--- src/rtl/snake_dir_ctrl_pkg.sv ---
// snake_pkg: shared encodings for the snake direction controller.
// Holds direction/press codes, FSM state type and small helpers.
package snake_pkg;

   localparam logic [1:0] DIR_UP    = 2'd0;
   localparam logic [1:0] DIR_DOWN  = 2'd1;
   localparam logic [1:0] DIR_LEFT  = 2'd2;
   localparam logic [1:0] DIR_RIGHT = 2'd3;

   localparam logic [1:0] PRESS_NONE  = 2'd0;
   localparam logic [1:0] PRESS_SHORT = 2'd1;
   localparam logic [1:0] PRESS_LONG  = 2'd2;

   typedef enum logic [1:0] {
      ST_IDLE,
      ST_RUN,
      ST_PAUSED
   } state_e;

   function automatic logic [1:0] reverse_dir(input logic [1:0] d);
      return d ^ 2'b01;
   endfunction

   // code 3 is not a press
   function automatic logic is_press(input logic [1:0] c);
      return (c == PRESS_SHORT) || (c == PRESS_LONG);
   endfunction

endpackage

--- src/rtl/snake_dir_ctrl_if.sv ---
// snake_dir_ctrl_if: bundle between press classifiers / engine and
// the direction controller. master drives codes, tick, game_over.
interface snake_dir_ctrl_if #(
   parameter int QUEUE_DEPTH = 2
) ();
   localparam int CW = $clog2(QUEUE_DEPTH + 1);

   logic [1:0]    code_up;
   logic [1:0]    code_down;
   logic [1:0]    code_left;
   logic [1:0]    code_right;
   logic          tick;
   logic          game_over;
   logic [1:0]    dir;
   logic          step;
   logic          paused;
   logic          running;
   logic [CW-1:0] q_count;

   modport master (
      output code_up, code_down, code_left, code_right,
      output tick, game_over,
      input  dir, step, paused, running, q_count
   );

   modport slave (
      input  code_up, code_down, code_left, code_right,
      input  tick, game_over,
      output dir, step, paused, running, q_count
   );
endinterface

--- src/rtl/snake_dir_ctrl_dir_queue.sv ---
// dir_queue: circular FIFO of 2-bit turns with push/pop/flush.
// Ports: push, pop, flush, din -> head, tail, count, full, empty.
module dir_queue #(
   parameter  int DEPTH = 2,
   localparam int PW    = (DEPTH > 1) ? $clog2(DEPTH) : 1,
   localparam int CW    = $clog2(DEPTH + 1)
) (
   input  logic          clk,
   input  logic          rst,
   input  logic          push,
   input  logic          pop,
   input  logic          flush,
   input  logic [1:0]    din,
   output logic [1:0]    head,
   output logic [1:0]    tail,
   output logic [CW-1:0] count,
   output logic          full,
   output logic          empty
);
   localparam logic [PW-1:0] LAST  = PW'(DEPTH - 1);
   localparam logic [CW-1:0] FULLC = CW'(DEPTH);

   logic [1:0]    mem [DEPTH];
   logic [PW-1:0] rd;
   logic [PW-1:0] wr;
   logic [PW-1:0] tl;
   logic          do_push;
   logic          do_pop;

   function automatic logic [PW-1:0] nxt(input logic [PW-1:0] p);
      return (p == LAST) ? '0 : p + 1'b1;
   endfunction

   assign full    = (count == FULLC);
   assign empty   = (count == '0);
   assign do_pop  = pop & ~empty;
   // a pop in the same cycle frees the slot a full push needs
   assign do_push = push & (~full | do_pop);
   assign tl      = (wr == '0) ? LAST : wr - 1'b1;
   assign head    = mem[rd];
   assign tail    = mem[tl];

   always_ff @(posedge clk or posedge rst) begin
      if (rst) begin
         rd    <= '0;
         wr    <= '0;
         count <= '0;
         for (int i = 0; i < DEPTH; i++) mem[i] <= '0;
      end else if (flush) begin
         rd    <= '0;
         wr    <= '0;
         count <= '0;
      end else begin
         if (do_push) begin
            mem[wr] <= din;
            wr      <= nxt(wr);
         end
         if (do_pop) rd <= nxt(rd);
         count <= count + CW'(do_push) - CW'(do_pop);
      end
   end
endmodule

--- src/rtl/snake_dir_ctrl.sv ---
// snake_dir_ctrl: press codes -> snake direction, step, run/pause.
// Ports: clk, rst (async high), bus (slave: codes/tick/game_over in).
module snake_dir_ctrl
   import snake_pkg::*;
#(
   parameter int         QUEUE_DEPTH = 2,
   parameter logic [1:0] INIT_DIR    = 2'd3
) (
   input logic              clk,
   input logic              rst,
   snake_dir_ctrl_if.slave  bus
);
   localparam int CW = $clog2(QUEUE_DEPTH + 1);

   state_e        state;
   logic [1:0]    dir_q;
   logic          step_q;
   logic          paused_q;
   logic          running_q;

   logic [1:0]    sel_dir;
   logic          sel_short;
   logic          sel_long;
   logic [1:0]    last_dir;
   logic          go;
   logic          push;
   logic          pop;
   logic          legal;
   logic [1:0]    q_head;
   logic [1:0]    q_tail;
   logic [CW-1:0] q_cnt;
   logic          q_full;
   logic          q_empty;
   logic [1:0]    codes [4];

   assign codes[0] = bus.code_up;
   assign codes[1] = bus.code_down;
   assign codes[2] = bus.code_left;
   assign codes[3] = bus.code_right;

   // scan low priority first so the highest priority press wins
   always_comb begin
      sel_dir   = DIR_UP;
      sel_short = 1'b0;
      sel_long  = 1'b0;
      for (int i = 3; i >= 0; i--) begin
         if (is_press(codes[i])) begin
            sel_dir   = 2'(i);
            sel_short = (codes[i] == PRESS_SHORT);
            sel_long  = (codes[i] == PRESS_LONG);
         end
      end
   end

   always_comb begin
      last_dir = q_empty ? dir_q : q_tail;
      go       = bus.game_over && (state != ST_IDLE);
      pop      = !go && (state == ST_RUN) && bus.tick && !q_empty;
      legal    = sel_short
               && (sel_dir != last_dir)
               && (sel_dir != reverse_dir(last_dir))
               && (!q_full || pop);
      push     = !go && legal
               && ((state == ST_IDLE) || (state == ST_RUN));
   end

   dir_queue #(.DEPTH(QUEUE_DEPTH)) u_queue (
      .clk   (clk),
      .rst   (rst),
      .push  (push),
      .pop   (pop),
      .flush (go),
      .din   (sel_dir),
      .head  (q_head),
      .tail  (q_tail),
      .count (q_cnt),
      .full  (q_full),
      .empty (q_empty)
   );

   always_ff @(posedge clk or posedge rst) begin
      if (rst) begin
         state     <= ST_IDLE;
         dir_q     <= INIT_DIR;
         step_q    <= 1'b0;
         paused_q  <= 1'b0;
         running_q <= 1'b0;
      end else begin
         step_q <= 1'b0;
         unique case (state)
            ST_IDLE: begin
               if (push) begin
                  state     <= ST_RUN;
                  running_q <= 1'b1;
               end
            end
            ST_RUN: begin
               if (go) begin
                  state     <= ST_IDLE;
                  dir_q     <= INIT_DIR;
                  running_q <= 1'b0;
               end else begin
                  if (bus.tick) step_q <= 1'b1;
                  if (pop) dir_q <= q_head;
                  if (sel_long) begin
                     state    <= ST_PAUSED;
                     paused_q <= 1'b1;
                  end
               end
            end
            ST_PAUSED: begin
               if (go) begin
                  state     <= ST_IDLE;
                  dir_q     <= INIT_DIR;
                  paused_q  <= 1'b0;
                  running_q <= 1'b0;
               end else if (sel_long) begin
                  state    <= ST_RUN;
                  paused_q <= 1'b0;
               end
            end
            default: begin
               state     <= ST_IDLE;
               dir_q     <= INIT_DIR;
               paused_q  <= 1'b0;
               running_q <= 1'b0;
            end
         endcase
      end
   end

   assign bus.dir     = dir_q;
   assign bus.step    = step_q;
   assign bus.paused  = paused_q;
   assign bus.running = running_q;
   assign bus.q_count = q_cnt;
endmodule

--- src/flat_wrapper.sv ---
// flat-port wrapper written by rule: the top's interface ports become plain ports
module snake_dir_ctrl_flat import snake_pkg::*;
#(
   parameter int         QUEUE_DEPTH = 2,
   parameter logic [1:0] INIT_DIR    = 2'd3
)
  (clk, rst, bus_code_up, bus_code_down, bus_code_left, bus_code_right, bus_tick, bus_game_over, bus_dir, bus_step, bus_paused, bus_running, bus_q_count);
  snake_dir_ctrl_if #(.QUEUE_DEPTH(QUEUE_DEPTH)) bus_i ();
  input logic clk;
  input logic rst;
  input wire logic [$bits(bus_i.code_up)-1:0] bus_code_up;
  input wire logic [$bits(bus_i.code_down)-1:0] bus_code_down;
  input wire logic [$bits(bus_i.code_left)-1:0] bus_code_left;
  input wire logic [$bits(bus_i.code_right)-1:0] bus_code_right;
  input wire logic [$bits(bus_i.tick)-1:0] bus_tick;
  input wire logic [$bits(bus_i.game_over)-1:0] bus_game_over;
  output wire logic [$bits(bus_i.dir)-1:0] bus_dir;
  output wire logic [$bits(bus_i.step)-1:0] bus_step;
  output wire logic [$bits(bus_i.paused)-1:0] bus_paused;
  output wire logic [$bits(bus_i.running)-1:0] bus_running;
  output wire logic [$bits(bus_i.q_count)-1:0] bus_q_count;
  assign bus_i.code_up = bus_code_up;
  assign bus_i.code_down = bus_code_down;
  assign bus_i.code_left = bus_code_left;
  assign bus_i.code_right = bus_code_right;
  assign bus_i.tick = bus_tick;
  assign bus_i.game_over = bus_game_over;
  assign bus_dir = bus_i.dir;
  assign bus_step = bus_i.step;
  assign bus_paused = bus_i.paused;
  assign bus_running = bus_i.running;
  assign bus_q_count = bus_i.q_count;
  snake_dir_ctrl #(.QUEUE_DEPTH(QUEUE_DEPTH), .INIT_DIR(INIT_DIR)) u_core (.clk(clk), .rst(rst), .bus(bus_i));
endmodule
--- config.mk ---
export PLATFORM = sky130hd
export DESIGN_NAME = snake_dir_ctrl_flat
export DESIGN_NICKNAME = d
export VERILOG_FILES = /design/src/rtl/snake_dir_ctrl_pkg.sv /design/src/rtl/snake_dir_ctrl_if.sv /design/src/rtl/snake_dir_ctrl_dir_queue.sv /design/src/rtl/snake_dir_ctrl.sv /design/src/flat_wrapper.sv
export SDC_FILE = /design/constraint.sdc
export NUM_CORES = 1
export LEC_CHECK = 0
export CAP_MARGIN = 20
export CELL_PAD_IN_SITES_DETAIL_PLACEMENT = 0
export CELL_PAD_IN_SITES_GLOBAL_PLACEMENT = 2
export CORE_AREA = 10 10 80 82
export CTS_CLUSTER_DIAMETER = 120
export CTS_CLUSTER_SIZE = 30
export DETAILED_ROUTE_END_ITERATION = 8
export DIE_AREA = 0 0 90 92
export PLACE_DENSITY = 0.65
export SYNTH_ARGS = -nofsm -noshare
export SYNTH_HDL_FRONTEND = slang
export SYNTH_SLANG_ARGS = --single-unit
--- constraint.sdc ---
create_clock -name clk -period 3.05 [get_ports clk]
set_clock_uncertainty 0.15 [all_clocks]
set_input_delay 0.61 -clock clk [delete_from_list [all_inputs] [get_ports clk]]
set_output_delay 0.61 -clock clk [all_outputs]
set_load 0.01 [all_outputs]
==> results of run 1 <==
## per-stage QoR
step	area [um2]	TNS [ns]	hold WS (ns)	util (%)	cells
after floorplan	1169	0	0.2995	-	121
after global routing	1613	0	0.3631	32.83	224
after CTS	1570	0	0.3315	31.97	224
final	1613	0	0.3261	32.83	224
after global placement	1525	-0.1296	0.3176	31.05	220
after detailed placement	1525	-0.2546	0.3231	31.05	220
## flip-flops by register name (all words and copies together) (netlist names)
signal                flops
u_core.u_queue.rd         1
u_core.u_queue.mem        4
u_core.bus.dir            2
u_core.state              2
u_core.u_queue.wr         1
u_core.bus.running        1
u_core.bus.step           1
u_core.bus.paused         1
u_core.u_queue.count      2
## routing by layer
metal  up-vias  wire (um)
li1        482          -
met1       480       1272
met2        14       1396
met3         2         94
met4         0         35
met5         -          0
## synth_stat cells, types with 2 or more instances
library cell   n  share of area [%]
o211ai_1       4                2.6
ha_1          14                 15
mux2i_1        2                1.7
inv_1         14                4.5
xor2_1         2                1.5
nor2b_1        3                1.6
nand2_1        9                2.9
o21ai_0        9                3.9
a21oi_1        2               0.86
and2b_1        2                1.3
a211oi_1       2                1.3
dfstp_2        2                4.5
nor2_1         6                1.9
dfrtp_1       13                 28
xnor2_1        3                2.2
mux2_1         4                3.9
nand2b_1       4                2.1
nand3b_1       2                1.3
nor3b_1        2                1.3
o221ai_2       2                2.6
## cell type report
type | instances | area [um2]
clock buffers | 4 | 45.04
fillers | 513 | 3299
inverters | 14 | 52.55
multi-input cells | 90 | 772.0
flip-flops and latches | 15 | 377.9
well taps | 70 | 87.58
repair buffers | 31 | 277.8
## cells by family after synthesis
| kind of cell | synth area share, % |
|---|---|
| flip-flops | 32.33 |
| adder cells (fa/ha/maj) | 14.99 |
| AND/OR/NAND/NOR | 17.66 |
| multiplexers | 9.742 |
| XOR/XNOR | 3.748 |
| AO/OA/AOI/OAI | 16.27 |
| buffers and inverters | 5.245 |
## power by group through the flow
stage	combinational (mW)	sequential (mW)	clock, mW
final	0.645	0.366	0.164
after global routing	0.716	0.384	0.176
after CTS	0.639	0.368	0.170
after detailed placement	0.633	0.371	0
after global placement	0.629	0.367	0
after floorplan	0.400	0.372	0
## layout by cell type, fill, tap and decap left out, types with 2 or more instances in the layout
cell	netlist	final
clkdlybuf4s50_1	0	18
inv_1	14	14
buf_4	0	13
dfrtp_1	13	13
ha_1	14	11
o21ai_0	9	9
nand2_1	9	7
nor2_1	6	6
nand2b_1	4	4
mux2_1	4	4
o211ai_1	4	4
xnor2_1	3	3
nor2b_1	3	3
ha_4	0	3
clkbuf_8	0	3
and2b_1	2	2
a21oi_1	2	2
a211oi_1	2	2
nand2_2	0	2
nand3b_1	2	2
mux2i_1	2	2
o221ai_2	2	2
xor2_1	2	2
nor3b_1	2	2
dfstp_2	2	2
## worst max-delay path, stage by stage
cell             delay (ns)
clkdlybuf4s50_1        0.48
inv_1                  0.08
ha_4                   0.29
nand2_2                0.08
o221ai_2               0.21
o211a_1                0.21
nand2_2                0.09
ha_4                   0.28
inv_1                  0.03
ha_1                   0.17
xor2_1                 0.16
xnor2_1                0.13
nor2_1                 0.05
## worst paths after layout
kind                                          startpoint                           endpoint  slack, ns  cells after the start
min                        u_core.bus.dir[0]$_DFFE_PP1P_      u_core.bus.dir[0]$_DFFE_PP1P_       0.33                      2
max                                       bus_code_up[0]  u_core.u_queue.count[1]$_DFF_PP0_       0.16                     13
max reg2reg                  u_core.state[0]$_DFFE_PP0P_  u_core.u_queue.count[1]$_DFF_PP0_       0.45                     11
max in group asynchronous                            rst      u_core.u_queue.rd$_DFFE_PP0P_       1.76                      2
min in group asynchronous                            rst      u_core.u_queue.wr$_DFFE_PP0P_       0.59                      2
min reg2reg                u_core.bus.dir[0]$_DFFE_PP1P_      u_core.bus.dir[0]$_DFFE_PP1P_       0.33                      2
## what timing repair did
item                                    4_1_cts  5_1_grt
resized for setup                             0        5
endpoints found under the setup margin        0        1
buffers inserted                              0        0
==> impl_results.md, run 1 <==
* Outcome: completed
* DRC at 0
* Met1 usage at 8.072%
* Gp weighted congestion at between 0.7 and 0.8
* Most used DFF post-synth: dfrtp_1
* Rel. slew slack at between 50% and 60%
* Distinct cell type count after synthesis at 40
* HP Class: reg -> reg
* Pins Over Slew Limit at 0
* Clock share of power at about 14%
* Critical path peak fanout at 5
* Via count at 978
* Synthesized Nets at approximately 150
* Initial Utilization at between 20% and 30%
* Post-synthesis sequential area ratio at between 30% and 40%
* Synthesized cell area at between 1000 and 1500 um2
* Tot GR Track Use at under 10%
* Pwr Density at 729.0 nW/um2
* Detailed-placement wirelength estimate at 2.261 mm
* Yosys reg bits at 15
* Net Sw Frac at a little under 40%
* Die height at just over 90 um
* Wire per inst at between 10 and 15 um
* Routed WL at about 2.8 mm
* Nets at roughly 180
* Tcrit/Tclk final at 94.80%
* Ys async rst share at 100.0%
* Port Buffers at 18
* Max cap viols at 0
* GRT Max-Usage Layer: met2
* Area added between synthesis and finish at 38.01%
* Leak pwr at 0.7367 nW
* Via/cell ratio at approximately 4.4
* GR Util met2 at between 10% and 20%
* Vias in the first global route at roughly 1000
* Clk root buf: clkbuf_8
* Diodes inserted at 0
* M3 GR Usage at between 1.5 and 2%
* CP Launch Type: input pin
* Total power at about 1.2 mW
* VDD IR max at 0.0001623 V
* Worst Path Required at roughly 3.0 ns
* Final Hold Fails at 0
* WP data arrival at approximately 2.9 ns
* DR iter-0 viols at 28
* Cell count after synthesis at approximately 120
* Final worst-path setup slack at ~0.16 ns
* Clock Tree Buf Depth at 2
* I/O pin count at 19
* Internal power at 0.7147 mW
* Die ar. at between 8000 and 9000 um2
* P_sw at 0.4610 mW
* GR Overflow Total at 0
* Initial antenna violation count at 0
* Seq pwr share at a little under a third
* Global-route wire length before repair at between 4 and 5 mm
* CTS tree: built
* Max Fclk at ~0.35 GHz
* Std-Cell Rows at 26
* Horiz. Die Dim at roughly 90 um
* Number of CTS-inserted buffers at 3
* RSZ-0062 raised after global routing: no
* Min Tclk post-route at between 2 and 3 ns
* Clk slew on worst S/H paths at roughly 0.07 ns
* Final setup viols at 0
* Post-route ant nets at 0
* Tightest Pin Transition at 0.6168 ns
* Combinational share of power at a little over half
* EDFF count, synth at 0
* Clock sinks at 15
* Setup crit end kind: flip-flop
* Share of cells above drive strength 1 at about a fifth
* Pin count of the biggest net entering global routing at 16
* Syn_area_per_cell at a little under 10 um2
* Worst-Skew Late Latency at 0.25 ns
* Critical path type: in -> reg
* Core area at just under 5000 um2
* DP Worst Slack at -0.1864 ns
* Cts-stage hold buffer count at 0
* Initial DRT Pass Iterations at 4
* Yosys warns at 0
* CTS HTree Levels at 1
No activity file was read; power rests on OpenSTA's default activity.
==> run 2, diff against run 1 <==
Settings changed: CTS_CLUSTER_SIZE 30 to 20.
==> results of run 2 <==
The final DEF is identical to that of run 1; final timing and power are the same.
